===== src/rtl/stopwatch_pkg.sv =====
// stopwatch_pkg: shared types and defaults for the stopwatch control slice.
//   state_t         - FSM state encoding (IDLE=00, RUN=01, PAUSE=10; 11 unused)
//   DEF_DIV         - default clock cycles per tick
//   DEF_SYNC_STAGES - default button synchronizer depth
package stopwatch_pkg;

  typedef enum logic [1:0] {
    ST_IDLE  = 2'b00,
    ST_RUN   = 2'b01,
    ST_PAUSE = 2'b10
  } state_t;

  localparam int unsigned DEF_DIV         = 10;
  localparam int unsigned DEF_SYNC_STAGES = 2;

endpackage


===== src/rtl/btn_sync_edge.sv =====
// btn_sync_edge: SYNC_STAGES-deep synchronizer followed by a rising-edge
// detector. A held button produces exactly one single-cycle pulse.
// Ports:
//   clk   in  clock
//   rst   in  asynchronous active-high reset
//   btn   in  raw asynchronous button level
//   pulse out one-cycle pulse on a synchronized rising edge (combinational)
module btn_sync_edge
  import stopwatch_pkg::*;
#(
  parameter int unsigned SYNC_STAGES = DEF_SYNC_STAGES
) (
  input  logic clk,
  input  logic rst,
  input  logic btn,
  output logic pulse
);

  logic [SYNC_STAGES-1:0] sync;
  logic                   prev;

  always_ff @(posedge clk or posedge rst) begin
    if (rst) begin
      sync <= '0;
      prev <= 1'b0;
    end else begin
      sync <= {sync[SYNC_STAGES-2:0], btn};
      prev <= sync[SYNC_STAGES-1];
    end
  end

  assign pulse = sync[SYNC_STAGES-1] & ~prev;

endmodule


===== src/rtl/stopwatch_ctrl.sv =====
// stopwatch_ctrl: run control for the downstream decade counters.
// Turns raw start/stop and clear buttons into a run/pause FSM, a tick
// count-enable every DIV cycles while running, and a counter-clear pulse.
// Optional lap feature enabled by defining STOPWATCH_LAP_EN.
// Ports:
//   clk            in  clock
//   rst            in  asynchronous active-high reset
//   btn_start_stop in  raw button, rising edge toggles run/pause
//   btn_clear      in  raw button, rising edge clears
//   btn_lap        in  raw button, rising edge in RUN toggles lap_hold (STOPWATCH_LAP_EN)
//   tick           out registered one-cycle count enable
//   cnt_clr        out registered one-cycle counter clear
//   running        out registered, high while in RUN
//   state          out current FSM state
//   lap_hold       out display-freeze flag (STOPWATCH_LAP_EN)
module stopwatch_ctrl
  import stopwatch_pkg::*;
#(
  parameter int unsigned DIV         = DEF_DIV,
  parameter int unsigned SYNC_STAGES = DEF_SYNC_STAGES
) (
  input  logic       clk,
  input  logic       rst,
  input  logic       btn_start_stop,
  input  logic       btn_clear,
`ifdef STOPWATCH_LAP_EN
  input  logic       btn_lap,
  output logic       lap_hold,
`endif
  output logic       tick,
  output logic       cnt_clr,
  output logic       running,
  output logic [1:0] state
);

  localparam int unsigned   PW         = $clog2(DIV);
  localparam logic [PW-1:0] PRESC_LAST = PW'(DIV - 1);

  logic          ss_p;
  logic          clr_p;
  state_t        state_q, state_n;
  logic [PW-1:0] presc_q, presc_n;
  logic          tick_n, clr_n;

  btn_sync_edge #(.SYNC_STAGES(SYNC_STAGES)) u_sync_ss (
    .clk   (clk),
    .rst   (rst),
    .btn   (btn_start_stop),
    .pulse (ss_p)
  );

  btn_sync_edge #(.SYNC_STAGES(SYNC_STAGES)) u_sync_clr (
    .clk   (clk),
    .rst   (rst),
    .btn   (btn_clear),
    .pulse (clr_p)
  );

  always_ff @(posedge clk or posedge rst) begin
    if (rst) begin
      state_q <= ST_IDLE;
      presc_q <= '0;
      tick    <= 1'b0;
      cnt_clr <= 1'b0;
      running <= 1'b0;
    end else begin
      state_q <= state_n;
      presc_q <= presc_n;
      tick    <= tick_n;
      cnt_clr <= clr_n;
      running <= (state_n == ST_RUN);
    end
  end

  // The prescaler does not advance on a start/stop edge, so pausing on a
  // wrap edge leaves it at DIV-1 and the wrap fires on the first edge
  // after resume.
  always_comb begin
    state_n = state_q;
    presc_n = presc_q;
    tick_n  = 1'b0;
    clr_n   = 1'b0;
    if (clr_p) begin
      state_n = ST_IDLE;
      presc_n = '0;
      clr_n   = 1'b1;
    end else begin
      case (state_q)
        ST_IDLE: begin
          presc_n = '0;
          if (ss_p) state_n = ST_RUN;
        end
        ST_RUN: begin
          if (ss_p) begin
            state_n = ST_PAUSE;
          end else if (presc_q == PRESC_LAST) begin
            presc_n = '0;
            tick_n  = 1'b1;
          end else begin
            presc_n = presc_q + PW'(1);
          end
        end
        ST_PAUSE: begin
          if (ss_p) state_n = ST_RUN;
        end
        default: begin
          state_n = ST_IDLE;
          presc_n = '0;
        end
      endcase
    end
  end

  assign state = state_q;

`ifdef STOPWATCH_LAP_EN
  logic lap_p;

  btn_sync_edge #(.SYNC_STAGES(SYNC_STAGES)) u_sync_lap (
    .clk   (clk),
    .rst   (rst),
    .btn   (btn_lap),
    .pulse (lap_p)
  );

  always_ff @(posedge clk or posedge rst) begin
    if (rst) begin
      lap_hold <= 1'b0;
    end else if (clr_p) begin
      lap_hold <= 1'b0;
    end else if (lap_p && state_q == ST_RUN) begin
      lap_hold <= ~lap_hold;
    end
  end
`endif

endmodule


===== config.mk =====
export PLATFORM = sky130hd
export DESIGN_NAME = stopwatch_ctrl
export DESIGN_NICKNAME = d
export VERILOG_FILES = /design/src/rtl/stopwatch_pkg.sv /design/src/rtl/btn_sync_edge.sv /design/src/rtl/stopwatch_ctrl.sv
export SDC_FILE = /design/constraint.sdc
export NUM_CORES = 1
export LEC_CHECK = 0
export BUFFER_PORTS_ARGS = -buffer_cell sky130_fd_sc_hd__buf_2
export CAP_MARGIN = 20
export CORE_AREA = 2 2 39 41
export CTS_BUF_LIST = sky130_fd_sc_hd__clkbuf_16
export CTS_CLUSTER_DIAMETER = 30
export DETAILED_ROUTE_END_ITERATION = 7
export DIE_AREA = 0 0 41 43
export GPL_TIMING_DRIVEN = 0
export HOLD_SLACK_MARGIN = 0.12
export PLACE_DENSITY = 0.62
export SLEW_MARGIN = 40
export SYNTH_ARGS = -nofsm -noshare
export SYNTH_HDL_FRONTEND = slang
export SYNTH_SLANG_ARGS = --single-unit

===== constraint.sdc =====
create_clock -name clk -period 1.7 [get_ports clk]
set_input_delay 0.34 -clock clk [delete_from_list [all_inputs] [get_ports clk]]
set_output_delay 0.34 -clock clk [all_outputs]
set_load 0.05 [all_outputs]

Yosys cells after proc, flatten, opt, wreduce, memory -nomap -nowiden. Index checks and enable logic that the tools add are counted.

Register bits after elaboration: 15. Input port bits: 4. Output and inout port bits: 5.

Add/subtract/negate cells: 1. Equal/unequal tests: 6. Mux-type cells: 13. Bitwise logic cells: 4. Reductions and logical operators: 3.

Operators with widths (number): $mux W4 (3); $pmux W4 S2 (1); $mux W2 (3); $mux W1 (5); $add A4 B1 Y4 const B (1); $eq A2 B1 Y1 const B (2); $eq A4 B4 Y1 const B (1); $pmux W2 S2 (1); $ne A3 B3 Y1 const B (1); $and A1 B1 Y1 (2); $eq A2 B2 Y1 const B (1); $logic_not A2 Y1 (1); $ne A2 B2 Y1 const B (1); $not A1 Y1 (2); $reduce_and A2 Y1 (1); $reduce_or A2 Y1 (1).

Logic depth before layout (Yosys ltp). Gate-level depths: netlist of the first run.

Depth in word-level cells: 6. Depth in mapped cells: 6. Depth with buffers taken out: 6.

Hierarchy. A second synthesis of the first run with hierarchy kept.

Cell total of the unflattened synthesis: 50. Area, all modules: 634.4 um^2.

Modules (own cells, without submodules): stopwatch_ctrl (instances 1, cells an instance 40, area each 449.2 um^2, sequential area each 225.2 um^2); btn_sync_edge (instances 2, cells an instance 5, area each 92.6 um^2, sequential area each 75.1 um^2).

Least setup slack after synthesis of the first run. OpenSTA, ideal clock, no wires.

Kind: reg-to-reg. Start: reg state_q[1], in the netlist state[1]. End: reg presc_q[3]. Arrival time: 1.595 ns. Path slack: 0.023 ns. Stages on the path, launching flop included: 5. Cells stage by stage: dfrtp_1 -> nor2b_1 -> o21bai_4 -> or4_1 -> a31oi_1.

Longest elaborated chain between the ends: 3.

RTL lines: start, declared (line stopwatch_ctrl.sv:41) `state_t state_q, state_n;`; start signal, assigned (line stopwatch_ctrl.sv:67) `state_q <= state_n;`; $eq A2 B2 Y1 / $eq A2 B1 Y1 (equally long branches) (line stopwatch_ctrl.sv:88) `case (state_q)`; $pmux W4 S2 (tied with other cells) (line stopwatch_ctrl.sv:88); $mux W4 / $reduce_and A2 Y1 (equally long branches); end signal, assigned (line stopwatch_ctrl.sv:68) `presc_q <= presc_n;`; end, declared (line stopwatch_ctrl.sv:42) `logic [PW-1:0] presc_q, presc_n;`.

Several ways; a longest one is shown, not always the timed one. A chain may end at the register's enable or synchronous reset.

Worst setup path in the final report of the first run. Same ends and word-level chain as after synthesis.

==> metrics.csv, run 1 <==
stage,metric,value,unit
sta,max frequency,685,MHz
run_status,outcome,"complete, no violations",
clocking,Num CTS Buffers,3,
synthesis,post-synth top area cell,dfrtp_1,
worst_setup_path,"Max FO, Critical Path",5,
worst_setup_path,Setup Crit Path Kind,reg2reg,
synthesis,"Primary FF master, synth",dfrtp_1,
clocking,worst skew pair latency,240,ps
clocking,cts hold-fix bufs,0,
power_and_ir_drop,VDD IR-drop max,734,uV
placement,I/O Buffers,8,
synthesis,most frequent cell after synthesis,dfrtp_1,
die,Die Span X,41,um
global_routing,Tot GR Track Use,0.141,
die,DIE AREA,1760,sq um
synthesis,Synth top area share,0.619,
cells_and_area,Syn-to-layout area delta,23.1,%
power_and_ir_drop,Pleak,0.351,nW
cells_and_area,share of layout cells above drive strength 1,0.203,
routing,drc violations,0,
placement,Placed Area,667,sq um
worst_setup_path,r2r setup slk,240,ps
die,Core Region,1380,sq um
placement,gpl congestion,0.781,
clocking,Clock Tree Root,clkbuf_16,
global_routing,largest net degree at the start of global routing,16,
synthesis,post-synth cell types,21,
worst_setup_path,Crit-path slowest cell,or4_1,
worst_setup_path,Setup crit end kind,flop,
cells_and_area,Inserted Diodes,0,
power_and_ir_drop,Pwr Density,1280,nW/um^2
sta,final hold viol count,0,
clocking,clk sink count,15,
sta,clock skew,1.27,ps
cells_and_area,Post-layout nets,71,
sta,Slew @ Worst Pin,555,ps
worst_setup_path,cells along the critical path,nor2b_1 > o21bai_4 > or4_1 > a31oi_1,
cells_and_area,"Design Area, Final",747,sq um
synthesis,ys async rst share,1.00,
sta,Final setup viols,0,
worst_setup_path,CP arrival,1620,ps
global_routing,vias in the first global route,370,
global_routing,first-pass GRT wire length,1570,um
synthesis,Post-Syn Nets,58,
cells_and_area,area of the multi-input gates,220,sq um
clocking,Clock Tree Buf Depth,2,
global_routing,total gr overflow,0,
cells_and_area,# fillers,119,
die,Die Y,43,um
routing,drt first pass iters,4,
routing,Iteration-0 DRC Markers,8,
synthesis,"Seq/Total Area, Yosys",0.619,
sta,Max Slew Vio Count,0,
global_routing,initial antenna violation count,0,
clocking,CTS tree,built,
sta,RSZ-0062 raised after global routing,false,
die,boundary pin count,9,
routing,Total Wirelength,993,um
clocking,CTS H-tree lvls,1,
clocking,Post-CTS Setup Inserts,0,
synthesis,synthesized cell area,607,sq um
sta,min Tclk post-route,1460,ps
die,Rows,14,
worst_setup_path,Startpoint Class,flop,
clocking,CTS resizes,0,
routing,antenna-violating nets left,0,
die,Starting Density,0.439,
routing,DR WL/cell,12.4,um
cells_and_area,final core occ,0.540,
synthesis,dominant cells by area after synthesis,"dfrtp_1 62%, a21oi_1 4.9%, ha_1 4.1%",
hold_path,worst hold path type,in2async,
routing,via count,410,
synthesis,"FF+latch count, synth",15,
synthesis,Mean Syn Cell Area,11.7,sq um
sta,setup TNS,0,ps
clocking,clk slew on worst S/H paths,50,ps
worst_setup_path,delay of the slowest critical-path stage,470,ps
flow_run,max-cap violation count,0,
worst_setup_path,required time worst endpoint,1860,ps
sta,final period utilization,0.858,
power_and_ir_drop,Design Power,0.000960,W
synthesis,commonest cells in the netlist,"15 x dfrtp_1, 6 x a21oi_1, 4 x nand2_1",
synthesis,yosys warns,0,
synthesis,cell count after synthesis,52,
synthesis,"EDFF count, synth",0,
sta,slew margin rel.,0.629,
cells_and_area,register area,375,sq um
routing,vias per inst,5.13,
cell usage in the layout (no fill, tap or decap), types with 2 or more instances in the layout:
cell type	count
nand2_1	4
buf_2	8
ha_1	2
nand2b_1	2
nand3b_1	3
clkbuf_16	3
inv_1	2
dfrtp_1	15
nor2b_1	2
a21oi_1	6
nor2_1	3
nand3_1	2
routing by layer:
layer | up-vias | routed length (um) | GRT usage
met5 | - | 0 | 0
met4 | 0 | 35 | 0.120
met3 | 4 | 50 | 0.0471
met2 | 12 | 438 | 0.194
met1 | 193 | 468 | 0.166
li1 | 201 | - | -
cells by family (layout without fill, tap and decap cells):
logic type,after synthesis,count (layout),synth area share
simple gates,22,22,0.206
flops,15,15,0.619
buf+inv,3,15,0.0186
compound gates,10,10,0.115
fa+ha+maj,2,2,0.0412
power by group:
group / internal, W / total, W / switching [W] / leakage (nW)
Sequential: 0.000379 / 0.000392 / 0.0000134 / 0.191
Combinational: 0.0000352 / 0.000114 / 0.0000789 / 0.118
Clock: 0.000314 / 0.000453 / 0.000140 / 0.0409
final cells by class:
| type | instances | share of cell area |
|---|---|---|
| Clock inverter | 1 | 0.00670 |
| Sequential cell | 15 | 0.503 |
| Timing Repair Buffer | 8 | 0.0536 |
| Tap cell | 16 | 0.0268 |
| Buffer | 1 | 0.00503 |
| Inverter | 2 | 0.0101 |
| Multi-Input combinational cell | 34 | 0.295 |
| Clock buffer | 3 | 0.101 |
through the flow:
| stage | hold WS (ps) | setup WS [ps] | cells |
|---|---|---|---|
| final | 138 | 241 | 80 |
| after global routing | 192 | 146 | 80 |
| after CTS | 160 | 237 | 80 |
| after detailed placement | 343 | 251 | 76 |
| after global placement | 333 | 278 | 76 |
| after floorplan | 241 | 22.9 | 52 |
registers in the layout (all words and copies together), names as in the netlist:
name and flops:
state 2, tick 1, u_sync_clr.sync 2, u_sync_ss.prev 1
u_sync_ss.sync 2, cnt_clr 1, u_sync_clr.prev 1, presc_q 4
running 1
worst max-delay path, delay by kind of cell, from the launching register on:
kind / cells / cell delay (ps)
flops: 1 / 380
simple gates: 2 / 630
compound gates: 2 / 370
path summary, 6_finish.rpt:
path                                           end  cells after the start               start
worst max-delay path                    presc_q[3]                      4            state[1]
worst min register to register  u_sync_clr.sync[1]                      0  u_sync_clr.sync[0]
min in group clk                u_sync_clr.sync[0]                      1           btn_clear
worst min-delay path            u_sync_clr.sync[0]                      2                 rst
max in group asynchronous               presc_q[3]                      2                 rst
worst max register to register          presc_q[3]                      4            state[1]
Power figures use the tool's default switching activity.
==> run 2, diff against run 1 <==
clock period = 1.56 ns   (was 1.7 ns; I/O delays follow)
==> metrics.csv, run 2 (synthesis results as in run 1) <==
stage,metric,value,unit
clocking,worst skew pair latency,250,ps
global_routing,vias in the first global route,421,
global_routing,total gr overflow,0,
clocking,Clock Tree Buf Depth,2,
hold_path,worst hold path type,in2async,
run_status,outcome,"complete, no violations",
worst_setup_path,cell count along the critical path,4,
sta,Max Slew Vio Count,0,
worst_setup_path,R2R cell count,4,
die,Starting Density,0.439,
worst_setup_path,r2r setup slk,90,ps
placement,dpl cells,76,
worst_setup_path,r2r endpoint,presc_q[3],
power_and_ir_drop,Pleak,0.349,nW
cells_and_area,Post-layout nets,71,
global_routing,largest net degree at the start of global routing,16,
die,Core Region,1380,sq um
clocking,Post-CTS Setup Inserts,0,
die,Die Y,43,um
clocking,clk slew on worst S/H paths,50,ps
routing,antenna-violating nets left,0,
worst_setup_path,Setup Crit Path Kind,reg2reg,
routing,via count,421,
flow_run,max-cap violation count,0,
cells_and_area,Inserted Diodes,0,
sta,clock skew,2.01,ps
routing,Total Wirelength,1080,um
sta,max frequency,681,MHz
clocking,cts hold-fix bufs,0,
sta,Final setup viols,0,
power_and_ir_drop,combinational group share of total power,0.122,
global_routing,Tot GR Track Use,0.164,
sta,final period utilization,0.941,
clocking,clk sink count,15,
cells_and_area,share of layout cells above drive strength 1,0.250,
cells_and_area,Syn-to-layout area delta,24.7,%
routing,drt first pass iters,4,
die,Die Span X,41,um
power_and_ir_drop,switch share,0.247,
worst_setup_path,cells along the critical path,nand2b_1 > o21bai_4 > or4_1 > a31oi_1,
sta,min Tclk post-route,1470,ps
worst_setup_path,Buffers & Inverters on Critical Path,0,
cells_and_area,"most common cell after layout, fill and taps aside",dfrtp_1,
worst_setup_path,"delay-heaviest family, CP",simple AND/OR/NAND/NOR gates,
die,DIE AREA,1760,sq um
clocking,Num CTS Buffers,3,
die,Rows,14,
power_and_ir_drop,VDD IR-drop max,784,uV
cells_and_area,fin cells,80,
placement,post-place setup slack,95.3,ps
sta,final hold viol count,0,
worst_setup_path,"Max FO, Critical Path",5,
cells_and_area,# fillers,120,
sta,RSZ-0062 raised after global routing,false,
power_and_ir_drop,Clock power frac,0.471,
cells_and_area,"Most flops, register",presc_q,
global_routing,first-pass GRT wire length,1830,um
routing,vias per inst,5.26,
worst_setup_path,Setup crit end kind,flop,
sta,hold slack,105,ps
worst_setup_path,required time worst endpoint,1730,ps
sta,setup ws final,92.0,ps
placement,hpwl dp,768,um
power_and_ir_drop,P_sw,0.000262,W
power_and_ir_drop,Design Power,0.00106,W
sta,setup TNS,0,ps
placement,gpl congestion,0.773,
die,boundary pin count,9,
routing,drc violations,0,
routing,Iteration-0 DRC Markers,3,
global_routing,initial antenna violation count,0,
clocking,CTS H-tree lvls,1,
placement,I/O Buffers,8,
sta,Slew @ Worst Pin,550,ps
sta,slew margin rel.,0.633,
clocking,Clock Tree Root,clkbuf_16,
worst_setup_path,delay of the slowest critical-path stage,470,ps
cells_and_area,Largest register FFs,4,
routing,DR WL/cell,13.5,um
clocking,CTS resizes,0,
worst_setup_path,worst setup path endpoint,presc_q[3],
worst_setup_path,Startpoint Class,flop,
power_and_ir_drop,P_int,0.000797,W
clocking,CTS tree,built,
worst_setup_path,Crit-path slowest cell,or4_1,
worst_setup_path,start point of the critical path,state[0],
worst_setup_path,CP arrival,1640,ps
power_and_ir_drop,Pwr Density,1400,nW/um^2
cells_and_area,most frequent cells in the layout,"13 x dfrtp_1, 8 x buf_2, 6 x a21oi_1",
power_and_ir_drop,Reg power frac,0.407,
worst_setup_path,worst reg2reg path startpoint,state[0],
-- run 2: cell types whose count changed in the layout (fill, tap and decap cells not counted) --
cell | previous run | this run
nor2b_1 | 2 | 1
nor2b_4 | 0 | 1
dfrtp_1 | 15 | 13
dfrtp_2 | 0 | 2
-- run 2: cell type report --
type / count / area [sq um] / share of cell area
Timing Repair Buffer: 8 / 40.0 / 0.0529
Clock buffer: 3 / 75.1 / 0.0992
Tap cell: 16 / 20.0 / 0.0264
Sequential cell: 15 / 378 / 0.499
Buffer: 1 / 3.75 / 0.00496
Multi-Input combinational cell: 34 / 228 / 0.301
Clock inverter: 1 / 5.00 / 0.00661
Inverter: 2 / 7.51 / 0.00992
-- run 2: how the worst min path moves through the flow --
stage	endpoint	slack, ps	cells after the start
3_3_place_gp	u_sync_clr.sync[1]	330	0
6_report	running	100	2
2_1_floorplan	cnt_clr	210	1
4_1_cts	running	120	2
5_1_grt	u_sync_ss.sync[0]	160	1
3_5_place_dp	u_sync_ss.sync[1]	350	0
-- run 2: power by group through the flow --
stage / clock network [W] / registers [W] / logic, W
final: 0.000499 / 0.000431 / 0.000129
after global routing: 0.000524 / 0.000434 / 0.000143
after CTS: 0.000503 / 0.000431 / 0.000131
after detailed placement: 0 / 0.000438 / 0.000128
after global placement: 0 / 0.000435 / 0.000125
after floorplan: 0 / 0.000470 / 0.0000631
-- run 2: per-stage QoR --
| step | instance area [sq um] | utilization |
|---|---|---|
| 2_1_floorplan | 617 | - |
| 3_3_place_gp | 677 | 0.489 |
| 3_5_place_dp | 677 | 0.489 |
| 4_1_cts | 757 | 0.547 |
| 5_1_grt | 757 | 0.547 |
| 6_report | 757 | 0.547 |
-- run 2: worst register-to-register path, cell delays in order (launching register included) --
cell and delay (ps):
dfrtp_2 430, nand2b_1 220, o21bai_4 110, or4_1 470, a31oi_1 160
-- run 2: routing by layer --
metal	vias up	share of wire	global-route usage
met5	-	0	0
met4	0	0.018	0.100
met3	4	0.035	0.0628
met2	11	0.50	0.247
met1	203	0.44	0.186
li1	203	-	-
